===== config.mk =====
export PLATFORM = sky130hd
export DESIGN_NAME = execute_stage_flat
export DESIGN_NICKNAME = d
export VERILOG_FILES = /design/src/rtl/execute_stage_if.sv /design/src/rtl/execute_stage.sv /design/src/flat_wrapper.sv
export SDC_FILE = /design/constraint.sdc
export NUM_CORES = 2
export LEC_CHECK = 0
export BUFFER_PORTS_ARGS = -buffer_cell sky130_fd_sc_hd__clkbuf_2
export CAP_MARGIN = 20
export CORE_MARGIN = 8
export CORE_UTILIZATION = 45
export CTS_CLUSTER_SIZE = 28
export DETAILED_ROUTE_END_ITERATION = 12
export SYNTH_ARGS = -nofsm -noshare
export SYNTH_HDL_FRONTEND = slang
export SYNTH_SLANG_ARGS = --single-unit

===== constraint.sdc =====
create_clock -name clk -period 11.7 [get_ports clk]
set_input_delay 2.34 -clock clk [delete_from_list [all_inputs] [get_ports clk]]
set_output_delay 2.34 -clock clk [all_outputs]
set_load 0.05 [all_outputs]

===== src/rtl/execute_stage_if.sv =====
// execute_stage_if: ID/EX inputs, MEM back-pressure and EX/MEM outputs of the execute stage.
// Handshake: ID/EX is accepted on a rising edge where PIP_valid_i=1 and ex_busy_o=0; while ex_busy_o=1 every PIP_*_i is held stable.
interface execute_stage_if #(parameter int XLEN = 32);
   logic            PIP_valid_i;
   logic [XLEN-1:0] PIP_operand1_i;
   logic [XLEN-1:0] PIP_operand2_i;
   logic [XLEN-1:0] PIP_immediate_i;
   logic            PIP_use_imm_i;
   logic [4:0]      PIP_aluOper_i;
   logic [4:0]      PIP_rd_i;
   logic            PIP_write_mem_i;
   logic            PIP_read_mem_i;
   logic            PIP_use_mem_i;
   logic            PIP_write_reg_i;
   logic            stall_i;
   logic            flush_i;
   logic            ex_busy_o;
   logic            PIP_valid_o;
   logic [XLEN-1:0] PIP_alu_result_o;
   logic [XLEN-1:0] PIP_second_operand_o;
   logic            PIP_write_mem_o;
   logic            PIP_read_mem_o;
   logic            PIP_use_mem_o;
   logic            PIP_write_reg_o;
   logic [4:0]      PIP_rd_o;

   modport master (
      output PIP_valid_i, PIP_operand1_i, PIP_operand2_i, PIP_immediate_i, PIP_use_imm_i,
             PIP_aluOper_i, PIP_rd_i, PIP_write_mem_i, PIP_read_mem_i, PIP_use_mem_i,
             PIP_write_reg_i, stall_i, flush_i,
      input  ex_busy_o, PIP_valid_o, PIP_alu_result_o, PIP_second_operand_o, PIP_write_mem_o,
             PIP_read_mem_o, PIP_use_mem_o, PIP_write_reg_o, PIP_rd_o
   );

   modport slave (
      input  PIP_valid_i, PIP_operand1_i, PIP_operand2_i, PIP_immediate_i, PIP_use_imm_i,
             PIP_aluOper_i, PIP_rd_i, PIP_write_mem_i, PIP_read_mem_i, PIP_use_mem_i,
             PIP_write_reg_i, stall_i, flush_i,
      output ex_busy_o, PIP_valid_o, PIP_alu_result_o, PIP_second_operand_o, PIP_write_mem_o,
             PIP_read_mem_o, PIP_use_mem_o, PIP_write_reg_o, PIP_rd_o
   );
endinterface


===== src/rtl/execute_stage.sv =====
// execute_stage: RV EX stage -- base ALU, single-cycle multiply, iterative radix-2 divider,
// and the EX/MEM pipeline register with stall hold and flush.
module execute_stage #(
   parameter int XLEN      = 32,
   parameter bit MULDIV_EN = 1'b1
) (
   input  logic           clk,
   input  logic           reset,
   execute_stage_if.slave ex_io,
   output logic [1:0]     dbg_state_o
);
   localparam int SHW = $clog2(XLEN);
   localparam int CW  = $clog2(XLEN + 1);

   typedef enum logic [1:0] {S_IDLE = 2'd0, S_DIV = 2'd1, S_DONE = 2'd2} div_state_e;

   logic [XLEN-1:0] op_a, op_b;
   logic [4:0]      op;
   logic [SHW-1:0]  shamt;

   assign op_a  = ex_io.PIP_operand1_i;
   assign op_b  = ex_io.PIP_use_imm_i ? ex_io.PIP_immediate_i : ex_io.PIP_operand2_i;
   assign op    = ex_io.PIP_aluOper_i;
   assign shamt = op_b[SHW-1:0];

   logic is_div_op, is_sdiv, div_start;
   div_state_e state_q;

   assign is_div_op = MULDIV_EN && (op >= 5'd13) && (op <= 5'd16);
   assign is_sdiv   = (op == 5'd13) || (op == 5'd15);
   assign div_start = (state_q == S_IDLE) && ex_io.PIP_valid_i && is_div_op && !ex_io.flush_i;

   // One multiplier serves MUL/MULH/MULHU: operands are sign-extended only for MULH.
   logic [2*XLEN-1:0] mul_a, mul_b, mul_p;
   assign mul_a = {{XLEN{op_a[XLEN-1] & (op == 5'd11)}}, op_a};
   assign mul_b = {{XLEN{op_b[XLEN-1] & (op == 5'd11)}}, op_b};
   assign mul_p = mul_a * mul_b;

   logic [CW-1:0]   count_q;
   logic [XLEN-1:0] rem_q, quo_q, dvsr_q;
   logic            q_neg_q, r_neg_q, dz_q;
   logic [XLEN-1:0] a_mag, b_mag;
   logic [XLEN:0]   shifted, diff;

   assign a_mag   = (is_sdiv && op_a[XLEN-1]) ? -op_a : op_a;
   assign b_mag   = (is_sdiv && op_b[XLEN-1]) ? -op_b : op_b;
   assign shifted = {rem_q, quo_q[XLEN-1]};
   assign diff    = shifted - {1'b0, dvsr_q};

   always_ff @(posedge clk) begin
      if (reset) begin
         state_q <= S_IDLE;
         count_q <= '0;
         rem_q   <= '0;
         quo_q   <= '0;
         dvsr_q  <= '0;
         q_neg_q <= 1'b0;
         r_neg_q <= 1'b0;
         dz_q    <= 1'b0;
      end else if (ex_io.flush_i) begin
         state_q <= S_IDLE;
         count_q <= '0;
      end else begin
         case (state_q)
            S_IDLE: if (div_start) begin
               state_q <= S_DIV;
               count_q <= CW'(XLEN);
               rem_q   <= '0;
               quo_q   <= a_mag;
               dvsr_q  <= b_mag;
               q_neg_q <= is_sdiv && (op_a[XLEN-1] ^ op_b[XLEN-1]);
               r_neg_q <= is_sdiv && op_a[XLEN-1];
               dz_q    <= (op_b == '0);
            end
            S_DIV: begin
               rem_q   <= diff[XLEN] ? shifted[XLEN-1:0] : diff[XLEN-1:0];
               quo_q   <= {quo_q[XLEN-2:0], ~diff[XLEN]};
               count_q <= count_q - CW'(1);
               if (count_q == CW'(1)) state_q <= S_DONE;
            end
            S_DONE: if (!ex_io.stall_i) state_q <= S_IDLE;
            default: state_q <= S_IDLE;
         endcase
      end
   end

   assign dbg_state_o     = state_q;
   assign ex_io.ex_busy_o = ex_io.stall_i || div_start || (state_q == S_DIV);

   // Divide-by-zero leaves quo=all-ones magnitude and rem=|A|, so only the quotient sign needs masking.
   logic [XLEN-1:0] q_res, r_res, alu_res;
   assign q_res = dz_q ? '1 : (q_neg_q ? -quo_q : quo_q);
   assign r_res = r_neg_q ? -rem_q : rem_q;

   always_comb begin
      alu_res = '0;
      case (op)
         5'd0:  alu_res = op_a + op_b;
         5'd1:  alu_res = op_a - op_b;
         5'd2:  alu_res = op_a & op_b;
         5'd3:  alu_res = op_a ^ op_b;
         5'd4:  alu_res = op_a | op_b;
         5'd5:  alu_res = op_a << shamt;
         5'd6:  alu_res = op_a >> shamt;
         5'd7:  alu_res = $signed(op_a) >>> shamt;
         5'd8:  alu_res = {{(XLEN-1){1'b0}}, ($signed(op_a) < $signed(op_b))};
         5'd9:  alu_res = {{(XLEN-1){1'b0}}, (op_a < op_b)};
         5'd10: alu_res = MULDIV_EN ? mul_p[XLEN-1:0] : '0;
         5'd11, 5'd12: alu_res = MULDIV_EN ? mul_p[2*XLEN-1:XLEN] : '0;
         5'd13, 5'd14: alu_res = MULDIV_EN ? q_res : '0;
         5'd15, 5'd16: alu_res = MULDIV_EN ? r_res : '0;
         default: alu_res = '0;
      endcase
   end

   logic bubble;
   assign bubble = !ex_io.PIP_valid_i || (is_div_op && (state_q != S_DONE));

   logic            valid_q, wm_q, rm_q, um_q, wr_q;
   logic [XLEN-1:0] res_q, sop_q;
   logic [4:0]      rd_q;

   always_ff @(posedge clk) begin
      if (reset || (!ex_io.stall_i && (ex_io.flush_i || bubble))) begin
         valid_q <= 1'b0;
         res_q   <= '0;
         sop_q   <= '0;
         rd_q    <= '0;
         wm_q    <= 1'b0;
         rm_q    <= 1'b0;
         um_q    <= 1'b0;
         wr_q    <= 1'b0;
      end else if (!ex_io.stall_i) begin
         valid_q <= 1'b1;
         res_q   <= alu_res;
         sop_q   <= ex_io.PIP_operand2_i;
         rd_q    <= ex_io.PIP_rd_i;
         wm_q    <= ex_io.PIP_write_mem_i;
         rm_q    <= ex_io.PIP_read_mem_i;
         um_q    <= ex_io.PIP_use_mem_i;
         wr_q    <= ex_io.PIP_write_reg_i;
      end
   end

   assign ex_io.PIP_valid_o          = valid_q;
   assign ex_io.PIP_alu_result_o     = res_q;
   assign ex_io.PIP_second_operand_o = sop_q;
   assign ex_io.PIP_rd_o             = rd_q;
   assign ex_io.PIP_write_mem_o      = wm_q;
   assign ex_io.PIP_read_mem_o       = rm_q;
   assign ex_io.PIP_use_mem_o        = um_q;
   assign ex_io.PIP_write_reg_o      = wr_q;
endmodule


===== src/flat_wrapper.sv =====
// flat-port wrapper written by rule: the top's interface ports become plain ports
module execute_stage_flat 
#(
   parameter int XLEN      = 32,
   parameter bit MULDIV_EN = 1'b1
)
  (clk, reset, dbg_state_o, ex_io_PIP_valid_i, ex_io_PIP_operand1_i, ex_io_PIP_operand2_i, ex_io_PIP_immediate_i, ex_io_PIP_use_imm_i, ex_io_PIP_aluOper_i, ex_io_PIP_rd_i, ex_io_PIP_write_mem_i, ex_io_PIP_read_mem_i, ex_io_PIP_use_mem_i, ex_io_PIP_write_reg_i, ex_io_stall_i, ex_io_flush_i, ex_io_ex_busy_o, ex_io_PIP_valid_o, ex_io_PIP_alu_result_o, ex_io_PIP_second_operand_o, ex_io_PIP_write_mem_o, ex_io_PIP_read_mem_o, ex_io_PIP_use_mem_o, ex_io_PIP_write_reg_o, ex_io_PIP_rd_o);
  execute_stage_if #(.XLEN(XLEN)) ex_io_i ();
  input  logic clk;
  input  logic reset;
  output logic [1:0] dbg_state_o;
  input wire logic [$bits(ex_io_i.PIP_valid_i)-1:0] ex_io_PIP_valid_i;
  input wire logic [$bits(ex_io_i.PIP_operand1_i)-1:0] ex_io_PIP_operand1_i;
  input wire logic [$bits(ex_io_i.PIP_operand2_i)-1:0] ex_io_PIP_operand2_i;
  input wire logic [$bits(ex_io_i.PIP_immediate_i)-1:0] ex_io_PIP_immediate_i;
  input wire logic [$bits(ex_io_i.PIP_use_imm_i)-1:0] ex_io_PIP_use_imm_i;
  input wire logic [$bits(ex_io_i.PIP_aluOper_i)-1:0] ex_io_PIP_aluOper_i;
  input wire logic [$bits(ex_io_i.PIP_rd_i)-1:0] ex_io_PIP_rd_i;
  input wire logic [$bits(ex_io_i.PIP_write_mem_i)-1:0] ex_io_PIP_write_mem_i;
  input wire logic [$bits(ex_io_i.PIP_read_mem_i)-1:0] ex_io_PIP_read_mem_i;
  input wire logic [$bits(ex_io_i.PIP_use_mem_i)-1:0] ex_io_PIP_use_mem_i;
  input wire logic [$bits(ex_io_i.PIP_write_reg_i)-1:0] ex_io_PIP_write_reg_i;
  input wire logic [$bits(ex_io_i.stall_i)-1:0] ex_io_stall_i;
  input wire logic [$bits(ex_io_i.flush_i)-1:0] ex_io_flush_i;
  output wire logic [$bits(ex_io_i.ex_busy_o)-1:0] ex_io_ex_busy_o;
  output wire logic [$bits(ex_io_i.PIP_valid_o)-1:0] ex_io_PIP_valid_o;
  output wire logic [$bits(ex_io_i.PIP_alu_result_o)-1:0] ex_io_PIP_alu_result_o;
  output wire logic [$bits(ex_io_i.PIP_second_operand_o)-1:0] ex_io_PIP_second_operand_o;
  output wire logic [$bits(ex_io_i.PIP_write_mem_o)-1:0] ex_io_PIP_write_mem_o;
  output wire logic [$bits(ex_io_i.PIP_read_mem_o)-1:0] ex_io_PIP_read_mem_o;
  output wire logic [$bits(ex_io_i.PIP_use_mem_o)-1:0] ex_io_PIP_use_mem_o;
  output wire logic [$bits(ex_io_i.PIP_write_reg_o)-1:0] ex_io_PIP_write_reg_o;
  output wire logic [$bits(ex_io_i.PIP_rd_o)-1:0] ex_io_PIP_rd_o;
  assign ex_io_i.PIP_valid_i = ex_io_PIP_valid_i;
  assign ex_io_i.PIP_operand1_i = ex_io_PIP_operand1_i;
  assign ex_io_i.PIP_operand2_i = ex_io_PIP_operand2_i;
  assign ex_io_i.PIP_immediate_i = ex_io_PIP_immediate_i;
  assign ex_io_i.PIP_use_imm_i = ex_io_PIP_use_imm_i;
  assign ex_io_i.PIP_aluOper_i = ex_io_PIP_aluOper_i;
  assign ex_io_i.PIP_rd_i = ex_io_PIP_rd_i;
  assign ex_io_i.PIP_write_mem_i = ex_io_PIP_write_mem_i;
  assign ex_io_i.PIP_read_mem_i = ex_io_PIP_read_mem_i;
  assign ex_io_i.PIP_use_mem_i = ex_io_PIP_use_mem_i;
  assign ex_io_i.PIP_write_reg_i = ex_io_PIP_write_reg_i;
  assign ex_io_i.stall_i = ex_io_stall_i;
  assign ex_io_i.flush_i = ex_io_flush_i;
  assign ex_io_ex_busy_o = ex_io_i.ex_busy_o;
  assign ex_io_PIP_valid_o = ex_io_i.PIP_valid_o;
  assign ex_io_PIP_alu_result_o = ex_io_i.PIP_alu_result_o;
  assign ex_io_PIP_second_operand_o = ex_io_i.PIP_second_operand_o;
  assign ex_io_PIP_write_mem_o = ex_io_i.PIP_write_mem_o;
  assign ex_io_PIP_read_mem_o = ex_io_i.PIP_read_mem_o;
  assign ex_io_PIP_use_mem_o = ex_io_i.PIP_use_mem_o;
  assign ex_io_PIP_write_reg_o = ex_io_i.PIP_write_reg_o;
  assign ex_io_PIP_rd_o = ex_io_i.PIP_rd_o;
  execute_stage #(.XLEN(XLEN), .MULDIV_EN(MULDIV_EN)) u_core (.clk(clk), .reset(reset), .ex_io(ex_io_i), .dbg_state_o(dbg_state_o));
endmodule

Word-level counts from Yosys, hierarchy flattened. Cells that the tools add are included.

Register bits: 181. Word-level logic and storage cells: 111.

$add $sub $neg: 8. Multiply operators: 1. Order comparisons: 4. Eq/ne operators: 23. Shift operators: 3. Muxes and demuxes: 18. Bitwise operators: 8. Reductions and logical operators: 30.

Operators with widths (number): 32-bit one-hot mux with 14 select lines (1); 32-bit 2-to-1 mux (9); 32-bit negation (4); 32-bit one-hot mux with 2 select lines (2); 32-bit < comparator (2); 33-bit by 33-bit multiplier with 64-bit output (1); 5-bit by 4-bit equality test with 1-bit output (second input constant) (8); 33-bit by 32-bit subtractor with 33-bit output (1); 32-bit adder (1); 32-bit bitwise AND (1); 32-bit zero test (1); 32-bit OR (1); 32-bit by 5-bit left shift with 32-bit output (1); 32-bit by 5-bit right shift with 32-bit output (1); 32-bit by 5-bit >>> shifter with 32-bit output (1); 32-bit subtractor (1); 32-bit bitwise XOR (1); 5-bit by 3-bit equality test with 1-bit output (second input constant) (4); 6-bit one-hot mux with 2 select lines (1); 5-bit by 2-bit equality test with 1-bit output (second input constant) (2); 1-bit logical AND (9); 3-bit AND reduction (3); 2-bit OR reduction (4); 6-bit by 1-bit equality test with 1-bit output (second input constant) (1); 21 further kinds (34).

Longest topological paths before layout.
Word-level depth: 7. Mapped depth: 36.

Least setup slack after synthesis. No wires, ideal clock.

Path type: input -> register. From: input ex_io_PIP_use_imm_i. To: register u_core.res_q[27], in the netlist u_core.ex_io.PIP_alu_result_o[27]. Library setup time: 120 ps. Arrival time: 11753 ps. Required time: 11580 ps. Path slack: -172 ps. Cell stages on the path: 33. Cell sequence: buf_2 -> mux2i_1 -> buf_2 -> clkbuf_1 -> clkbuf_1 -> buf_1 -> buf_1 -> buf_1 -> nor2_1 -> fa_1 -> inv_1 -> fa_1 -> inv_1 -> fa_1 -> fa_1 -> inv_1 -> fa_1 -> inv_1 -> fa_1 -> inv_1 -> fa_1 -> inv_1 -> fa_1 -> ha_1 -> nand4_1 -> or2_2 -> a2111oi_0 -> o31ai_1 -> a2111oi_0 -> o21ai_0 -> and3_1 -> o21a_1 -> o31a_1.

Longest elaborated chain between the ends: 4. Elaborated cells on any way between the ends: 12.

RTL lines: from (decl) (RTL line flat_wrapper.sv:16) `input wire logic [$bits(ex_io_i.PIP_use_imm_i)-1:0] ex_io_PIP_use_imm_i;`; 32-bit 2-to-1 mux * (RTL line execute_stage.sv:22) `assign op_b = ex_io.PIP_use_imm_i ? ex_io.PIP_immediate_i : ex_io.PIP_operand2_i;`; 1-bit bitwise AND (RTL line execute_stage.sv:36) `assign mul_b = {{XLEN{op_b[XLEN-1] & (op == 5'd11)}}, op_b};`; 33-bit by 33-bit multiplier with 64-bit output (RTL line execute_stage.sv:37) `assign mul_p = mul_a * mul_b;`; 32-bit one-hot mux with 14 select lines * (RTL line execute_stage.sv:97) `case (op)`; to (signal assigned) (RTL line execute_stage.sv:135) `res_q <= alu_res;`; to (decl) (RTL line execute_stage.sv:120) `logic [XLEN-1:0] res_q, sop_q;`.

Every way passes the cells marked *; elsewhere a longest branch is shown, timed or not. A chain may end at the register's enable or synchronous reset.

Worst setup path in the final report.
From: input ex_io_PIP_use_imm_i. To: register u_core.res_q[30], in the netlist u_core.ex_io.PIP_alu_result_o[30].

The elaborated chain is that of the path after synthesis.

==> impl_results.md <==
* DR vias/cell at just over 6
* Max_slew headroom at 0.205
* Dpl hpwl at 216 mm
* Clock buffer depth at 2
* Status: complete, no violations
* Clk sinks at between 150 and 200
* WL/cell at ~30 um
* Mean Syn Cell Area at roughly 8 um^2
* Fmax achieved at between 80 and 90 MHz
* Worst slew pin tran at roughly 1.2 ns
* Largest net degree at the start of global routing at 72
* Core ar. at 128000 um^2
* CP endpoint kind: flip-flop
* # DRC at 0
* Row count at approximately 130
* Ratio of cells with drive above 1 in the final layout at 0.0917
* Final setup vio count at 0
* Synth warn at 0
* Die Y at ~370 um
* Final Cycle Share at 0.975
* Setup Fix Bufs, Post-CTS at 0
* Flops & latches, synth at 181
* CP arrival at 11.77 ns
* Fin nets at 8817
* Routability cong. at about 1.1
* Antenna viol nets, final at 0
* Ys async rst share at 0
* Global-route wire length before repair at roughly 380 mm
* Worst-skew pair later-pin latency at around 0.5 ns
* Unrepaired setup endpoints after global routing: false
* Slowest library cell on the worst path: nor4_1
* CP dominant cell by count: fa_1
* Clk root buf: clkbuf_16
* Clock buffer count from CTS at 17
* Largest fanout on the critical path at 14
* CP peak stage delay at around 0.78 ns
* DR pass1 iterations at 9
* Count of different cell masters after synthesis at 92
* Area share of the largest cell type after synthesis at 0.390
* DRT Wirelength at around 270 mm
* Via count at 54000
* Setup Crit Path Kind: input port to flip-flop
* Post-Syn Instances at roughly 7100
* Worst path required time at between 10 and 15 ns
* CTS tree: done
* Synth area leader: fa_1
* Ranking of synthesized cells by area: fa_1 (39%), inv_1 (8.4%), ha_1 (7.5%)
* Max Transition Viols Final at 0
* Max-cap viol count at 0
* Clock skew at ~0.014 ns
* Net Count, Synth at between 8000 and 9000
* Crit start category: input port
* Post-synthesis sequential area ratio at 0.0625
* Die W at 375 um
* Initial DRC count at about 6200
* Synthesized area at a little under 60000 um^2
* Sum Neg Setup Slack at 0 ns
* IO Count at roughly 190
* Vias in the first global route at between 50000 and 60000
* Crit path time final at 11.40 ns
* Post-synth EDFFs at 0
* Total die area at between 100000 and 150000 um^2
* IO buf count at around 190
* Filler cell count in the final layout at between 10000 and 15000
* GRT overflow at 0
* Initial core utilization at 0.454
* Top_reg_cell synth: dfxtp_1
* Layout area overhead at 8.10%
* Clock-pin slew on the worst setup and hold paths at 0.08 ns
* Initial antenna violation count at 20
* Htree depth at 4
* Overall routing resource usage at 0.373
* Final hold vios at 0
* Tightest Hold Check Type: flip-flop to flip-flop
synth_stat cells (all sizes together) (62+ instances only):
cell type / count
mux2i: 181
a21o: 62
ha: 347
inv: 1306
dfxtp: 181
nand3: 64
a211oi: 75
a21oi: 328
nand2: 1141
xnor2: 158
nor2: 607
o21ai: 264
clkbuf: 383
fa: 1128
repair_timing:
| action | 4_1_cts | 5_1_grt |
|---|---|---|
| gates resized for setup | 0 | 1 |
| hold buffers | 0 | 0 |
| setup endpoints to repair | 0 | 1 |
worst max-delay path, delay by kind of cell:
family / cells / cell delay [ns]
mux: 2 / 0.42
fa+ha+maj: 9 / 4.33
compound gates: 4 / 1.39
simple gates: 4 / 1.15
buf+inv: 10 / 2.12
cell type report:
type | count | area, um^2 | share of cell area
antenna | 11 | 27.5 | 0.000439
timing repair buffer | 517 | 3580 | 0.0571
sequential | 181 | 3620 | 0.0578
clock inverter | 12 | 113 | 0.00180
inverter | 1311 | 4920 | 0.0786
clock buffer | 19 | 433 | 0.00691
tap | 1662 | 2080 | 0.0332
multi-input combinational | 5198 | 47900 | 0.764
final timing paths:
| kind | startpoint | endpoint | slack [ns] | cells past startpoint |
|---|---|---|---|---|
| hold reg to reg | u_core.dvsr_q[13] | u_core.dvsr_q[13] | 0.46 | 2 |
| hold / removal | u_core.dvsr_q[13] | u_core.dvsr_q[13] | 0.46 | 2 |
| setup reg to reg | u_core.quo_q[2] | u_core.ex_io.PIP_alu_result_o[15] | 7.27 | 10 |
| setup / recovery | ex_io_PIP_use_imm_i | u_core.ex_io.PIP_alu_result_o[30] | 0.30 | 29 |
per-layer routing:
layer	wire (um)	share of wire	vias to the layer above	GRT usage
met5	89	0.00033	-	0
met4	18400	0.069	14	0.207
met3	26900	0.10	728	0.0916
met2	117000	0.44	3095	0.578
met1	104000	0.39	27500	0.480
li1	-	-	22700	-
cells in the final DEF (no fill, tap or decap), types with 18 or more instances in the layout:
| master | Yosys | layout |
|---|---|---|
| a31oi_1 | 47 | 47 |
| o41ai_1 | 21 | 21 |
| a21o_1 | 62 | 62 |
| and3_1 | 35 | 35 |
| and2_1 | 25 | 25 |
| o211ai_1 | 56 | 56 |
| nor3_1 | 60 | 58 |
| mux2i_1 | 180 | 164 |
| nand4_1 | 33 | 33 |
| o22ai_1 | 21 | 21 |
| nor2_1 | 607 | 602 |
| a221oi_1 | 30 | 30 |
| o21ai_0 | 262 | 262 |
| fa_1 | 1128 | 1128 |
| inv_1 | 1293 | 1289 |
| dfxtp_1 | 181 | 181 |
| or4_1 | 21 | 21 |
| o21a_1 | 22 | 22 |
| o31ai_1 | 48 | 47 |
| xor2_1 | 52 | 52 |
| nand2b_1 | 29 | 28 |
| ha_1 | 347 | 347 |
| nor2b_1 | 20 | 20 |
| xnor2_1 | 158 | 158 |
| a21oi_1 | 328 | 327 |
| clkbuf_2 | 0 | 190 |
| nand2_1 | 1141 | 1141 |
| buf_4 | 2 | 312 |
| a22oi_1 | 19 | 19 |
| a211oi_1 | 75 | 75 |
| nand3_1 | 64 | 64 |
| mux4_2 | 22 | 22 |
| or3_1 | 21 | 21 |
| o21bai_1 | 19 | 18 |
sequential cells by signal (all words and copies together) (netlist names), 2 cells and up:
signal,cells
u_core.dvsr_q,32
u_core.ex_io.PIP_alu_result_o,32
u_core.ex_io.PIP_second_operand_o,32
u_core.quo_q,32
u_core.rem_q,32
u_core.count_q,6
u_core.ex_io.PIP_rd_o,5
u_core.dbg_state_o,2
through the flow:
stage          area [um^2]  utilization  setup WS, ns  hold slack [ns]  instances
3_5_place_dp         62100        0.486        -0.147            0.446       8869
4_1_cts              62600        0.490         0.363            0.455       8900
3_3_place_gp         62100        0.486        -0.186            0.441       8869
6_report             62600        0.491         0.296            0.456       8911
2_1_floorplan        58000            -        0.0429            0.432       7132
5_1_grt              62600        0.490        0.0641            0.476       8901
logic make-up after synthesis:
logic type / after synthesis / share of synthesized area
simple gates: 2122 / 0.153
buf+inv: 1753 / 0.115
fa+ha+maj: 1475 / 0.465
compound gates: 1180 / 0.132
mux: 211 / 0.0414
xor+xnor: 210 / 0.0317
flops: 181 / 0.0625
Power is not shown: default switching activity piles up to over one toggle a cycle in this logic, so the estimate is an artifact.
